**src/rtl/bcd_stopwatch_chain.sv**
```systemverilog
// Synchronous N-digit BCD stopwatch/timer with a clock-enable prescaler and a per-digit carry/borrow chain.
// Supports up/down counting, start/stop, clear, load, lap freeze and terminal detection.
module bcd_stopwatch_chain #(
    parameter int DIGITS   = 4,
    parameter int TICK_DIV = 50000,
    parameter int SATURATE = 0
) (
    input  logic                clk,
    input  logic                reset,
    input  logic                start_stop,
    input  logic                clear,
    input  logic                load,
    input  logic [4*DIGITS-1:0] load_value,
    input  logic                dir,
    input  logic                lap,
    output logic [4*DIGITS-1:0] count,
    output logic [4*DIGITS-1:0] display,
    output logic                running,
    output logic                lap_active,
    output logic                tick,
    output logic                terminal
);

    localparam int W  = 4 * DIGITS;
    localparam int PW = $clog2(TICK_DIV);
    localparam logic [PW-1:0] PRESC_MAX = PW'(TICK_DIV - 1);

    typedef enum logic [1:0] {STOPPED, RUNNING, EXPIRED} state_t;

    state_t        state;
    logic [PW-1:0] presc;
    logic          dir_q;
    logic [W-1:0]  lap_reg;
    logic [W-1:0]  stepped;
    logic [W-1:0]  next_count;
    logic [W-1:0]  load_clamped;
    logic          chain_en;
    logic          overflow;
    logic          step_terminal;
    logic          expire;

    // Ripple enable: a digit steps only when every lower digit rolls over (9->0 up, 0->9 down).
    always_comb begin
        stepped  = count;
        chain_en = 1'b1;
        for (int i = 0; i < DIGITS; i++) begin
            if (chain_en) begin
                if (!dir_q)
                    stepped[4*i +: 4] = (count[4*i +: 4] >= 4'd9) ? 4'd0 : count[4*i +: 4] + 4'd1;
                else
                    stepped[4*i +: 4] = (count[4*i +: 4] == 4'd0) ? 4'd9 : count[4*i +: 4] - 4'd1;
            end
            chain_en = chain_en & (dir_q ? (count[4*i +: 4] == 4'd0) : (count[4*i +: 4] == 4'd9));
        end
        overflow = !dir_q && chain_en;
    end

    always_comb begin
        load_clamped = '0;
        for (int i = 0; i < DIGITS; i++) begin
            load_clamped[4*i +: 4] = (load_value[4*i +: 4] > 4'd9) ? 4'd9 : load_value[4*i +: 4];
        end
    end

    assign next_count    = (overflow && (SATURATE != 0)) ? count : stepped;
    assign step_terminal = dir_q ? (stepped == '0) : overflow;
    assign tick          = (state == RUNNING) && (presc == PRESC_MAX);
    assign terminal      = tick && step_terminal;
    // Wrapping up-counts report terminal but keep running; everything else that terminates expires.
    assign expire        = terminal && (dir_q || (SATURATE != 0));
    assign running       = (state == RUNNING);
    assign display       = lap_active ? lap_reg : count;

    always_ff @(posedge clk) begin
        if (reset) begin
            state      <= STOPPED;
            count      <= '0;
            lap_reg    <= '0;
            lap_active <= 1'b0;
            presc      <= '0;
            dir_q      <= 1'b0;
        end else if (clear) begin
            count      <= '0;
            presc      <= '0;
            lap_reg    <= '0;
            lap_active <= 1'b0;
            if (state == EXPIRED)
                state <= STOPPED;
        end else begin
            if (load && (state != RUNNING)) begin
                count <= load_clamped;
                presc <= '0;
                state <= STOPPED;
            end else begin
                case (state)
                    STOPPED: begin
                        if (start_stop && !(dir && (count == '0))) begin
                            state <= RUNNING;
                            dir_q <= dir;
                        end
                    end
                    RUNNING: begin
                        presc <= tick ? '0 : presc + PW'(1);
                        if (tick)
                            count <= next_count;
                        if (expire)
                            state <= EXPIRED;
                        else if (start_stop)
                            state <= STOPPED;
                    end
                    default: begin
                    end
                endcase
            end
            // The lap register snapshots the count as it was before this cycle's step.
            if (lap) begin
                if (!lap_active)
                    lap_reg <= count;
                lap_active <= !lap_active;
            end
        end
    end

endmodule

```
**config.mk**
```make
export PLATFORM = sky130hd
export DESIGN_NAME = bcd_stopwatch_chain
export DESIGN_NICKNAME = d
export VERILOG_FILES = /design/src/rtl/bcd_stopwatch_chain.sv
export SDC_FILE = /design/constraint.sdc
export NUM_CORES = 1
export LEC_CHECK = 0
export ABC_AREA = 1
export ABC_CLOCK_PERIOD_IN_PS = 4000
export CELL_PAD_IN_SITES_DETAIL_PLACEMENT = 1
export CELL_PAD_IN_SITES_GLOBAL_PLACEMENT = 2
export CORE_MARGIN = 2
export CORE_UTILIZATION = 31
export DETAILED_ROUTE_END_ITERATION = 10
export GPL_TIMING_DRIVEN = 0
export PLACE_DENSITY = 0.94
export SYNTH_ARGS = -nofsm -noshare
export SYNTH_HDL_FRONTEND = slang
export SYNTH_SLANG_ARGS = --single-unit
```
**constraint.sdc**
```tcl
create_clock -name clk -period 4 [get_ports clk]
set_input_delay 0.8 -clock clk [delete_from_list [all_inputs] [get_ports clk]]
set_output_delay 0.8 -clock clk [all_outputs]
set_load 0.1 [all_outputs]
```
==> summary.md <==
| Metric | Value |
|---|---|
| Delay-heaviest family, CP | `simple AND/OR/NAND/NOR gates` |
| N_diodes | `0` |
| Hold WS | `about 0.48 ns` |
| Non-filler cells, final | `787` |
| Root Driver | `clkbuf_16` |
| DRT antenna net count | `0` |
| Initial Util | `32.1%` |
| First-pass GRT wire length | `between 20000 and 25000 µm` |
| Row count | `39` |
| Number of flops mapped to enable cells by yosys | `0` |
| Die area | `between 10000 and 15000 µm²` |
| Fin crit period | `3.75 ns` |
| Fin. max-slew vios | `0` |
| # DRC | `0` |
| CP Buf/Inv Count | `4` |
| Ys flop type | `dfxtp_1` |
| CTS tree | `yes` |
| Cts repair resizes | `3` |
| Arr. time, crit path | `2.95 ns` |
| # clock sinks | `52` |
| Total chip power | `1.37 mW` |
| CP max FO | `10` |
| Clk_lat worst skew | `0.31 ns` |
| PwrDens | `296 nW/µm²` |
| Hold buffer count at cts | `0` |
| Actual slew at the worst max-slew pin | `1.00 ns` |
| Unique cell type count in the Yosys netlist | `43` |
| GR Util All Layers | `20.8%` |
| Initial antenna violation count | `0` |
| Gpl congestion | `0.828` |
| Setup Skew | `0.00664 ns` |
| Crit path cell chain | `inv_1 > ha_1 > nand2_1 > nand2_2 > nand2_4 > nor2_4 > buf_6 > nand3_1 > nand2_1 > inv_1 > nand2_1 > nor2_1 > nand2_1 > nor2_2 > o211a_1 > clkbuf_4` |
| CTS HTree Levels | `2` |
| Synthesized cell area | `3710 µm²` |
| Ys async rst share | `0%` |
| Post-Syn Instances | `579` |
| Die Y | `113 µm` |
| Post-Syn Area per Cell | `6.41 µm²` |
| Status | `finished clean` |
| WP data required | `3.20 ns` |
| Placed insts | `around 780` |
| # setup viols final | `0` |
| Via count | `4157` |
| 1st-iter DRT viols | `129` |
| CTS buffer count | `5` |
| Die Wd | `113 µm` |
| Drt via density | `5.28` |
| Leak Pwr | `2.09 nW` |
| Final hold violation count | `0` |
| Worst slew margin | `33.0%` |
| Final core utilization | `around two fifths` |
| Number of setup buffers added after CTS | `0` |
| RSZ-0062 raised after global routing | `no` |
| Seq/Total Area, Yosys | `28.1%` |
| Buffers on Ports | `57` |
| DR WL/cell | `16.5 µm` |
| Clock tree buffer depth | `2` |
| Post-detail-place hpwl | `9900 µm` |
| Clock transition at path regs | `about 0.07 ns` |
| Worst path most repeated cell | `nand2_1` |
| Maxcap violations | `0` |
| VDD IR max | `0.168 mV` |
| Hold Path Class | `flop to flop` |
| Final nets | `680` |
| Number of global-route vias before repair | `4287` |
| Largest net degree at the start of global routing | `17` |
| CP peak stage delay | `0.45 ns` |
| Ys Warns | `0` |
| Max Fclk | `0.267 GHz` |
| WL final | `13000 µm` |
| Crit path kind | `flop to output port` |
| CP max-delay cell | `dfxtp_1` |
| Setup TNS | `0 ns` |
| Seq cells post-synth | `52` |
| Layout area overhead | `24.7%` |
| CP Launch Type | `flop` |
| Synthesized Nets | `616` |
| TritonRoute pass-1 iters | `5` |
| Endpoint class of the critical path | `output port` |
| Share of cells above drive strength 1 | `8.23%` |
| CORE AREA | `11600 µm²` |
| I/O pin count | `59` |
| Period utilization | `93.7%` |
| Grt total ovfl | `0` |
-- routing by layer --
metal  track usage [%]  up-vias  share of wire [%]
li1                  -     2030                  -
met1              26.2     2057                 46
met2              37.2       60                 50
met3              3.08       10                3.0
met4              5.53        0                1.2
met5                 0        -                  0
-- area by class of cell --
type	instances	area [µm²]
Buffer	21	120
Clock buffer	6	129
Clock inverter	2	38.8
Fill cell	1518	6940
Inverter	75	284
Multi-Input combinational cell	431	2260
Sequential cell	52	1040
Tap cell	143	179
Timing Repair Buffer	57	568
-- report_power, final --
group | internal [mW] | switching, mW
Clock | 0.299 | 0.221
Sequential | 0.529 | 0.0122
Combinational | 0.0911 | 0.218
Total | 0.919 | 0.451
-- synthesized netlist by cell type (2+ instances only) --
| master | n | area (µm²) |
|---|---|---|
| nor2_2 | 5 | 31.3 |
| nor3_1 | 5 | 25.0 |
| nand2_2 | 8 | 50.1 |
| a22oi_1 | 7 | 52.6 |
| xnor2_1 | 2 | 17.5 |
| ha_1 | 14 | 175 |
| nand2_1 | 123 | 462 |
| buf_4 | 3 | 22.5 |
| a21oi_1 | 17 | 85.1 |
| nor2_4 | 2 | 22.5 |
| buf_2 | 6 | 30.0 |
| dfxtp_1 | 52 | 1040 |
| o211ai_1 | 6 | 45.0 |
| nand3_1 | 45 | 225 |
| nor2_1 | 80 | 300 |
| o21ai_0 | 55 | 275 |
| clkbuf_1 | 9 | 33.8 |
| o21a_1 | 2 | 15.0 |
| a211oi_1 | 2 | 15.0 |
| nor4_2 | 2 | 25.0 |
| xor2_1 | 9 | 78.8 |
| buf_6 | 3 | 33.8 |
| inv_1 | 67 | 251 |
| o22ai_1 | 10 | 62.6 |
| nand4_1 | 16 | 100 |
| inv_2 | 6 | 22.5 |
| o32ai_1 | 2 | 17.5 |
| nand3b_1 | 3 | 22.5 |
| o21ai_2 | 2 | 17.5 |
| nand2_4 | 2 | 22.5 |
| nor4_1 | 2 | 12.5 |
-- cells in the final DEF, fill, tap and decap left out, types with 9 or more instances in the layout --
cell type and count:
inv_1 67, nor2_1 80, clkbuf_1 10, o21ai_0 39, nand2_1 123, ha_1 14, nand3_1 45, o22ai_1 10
a21oi_1 17, xor2_1 9, clkdlybuf4s50_1 56, o21ai_1 16, nand4_1 16, dfxtp_1 51
-- worst min-delay path, stage by stage, from the launching register on --
cell and delay, ns:
dfxtp_1 0.32, inv_1 0.06, a21oi_1 0.05
-- worst paths after layout --
check	start	endpoint	slack, ns	depth (start not counted)
worst max-delay path	count[0]	terminal	0.25	16
worst min-delay path	presc[15]	presc[15]	0.48	2
worst max register to register	count[0]	state[1]	1.41	18
worst min register to register	presc[15]	presc[15]	0.48	2
-- stage by stage --
stage / cell area, µm² / setup slack (ns)
5_1_grt: 4620 / 0.0176
2_1_floorplan: 3710 / 0.0705
4_1_cts: 4630 / 0.0653
3_3_place_gp: 4460 / -0.147
3_5_place_dp: 4460 / -0.171
6_report: 4620 / 0.251
-- cells by family after synthesis --
group,synth area share [%]
simple gates,36.3
compound gates,17.4
buf+inv,10.9
flops,28.1
fa+ha+maj,4.72
xor+xnor,2.60
Power figures use the tool's default switching activity.
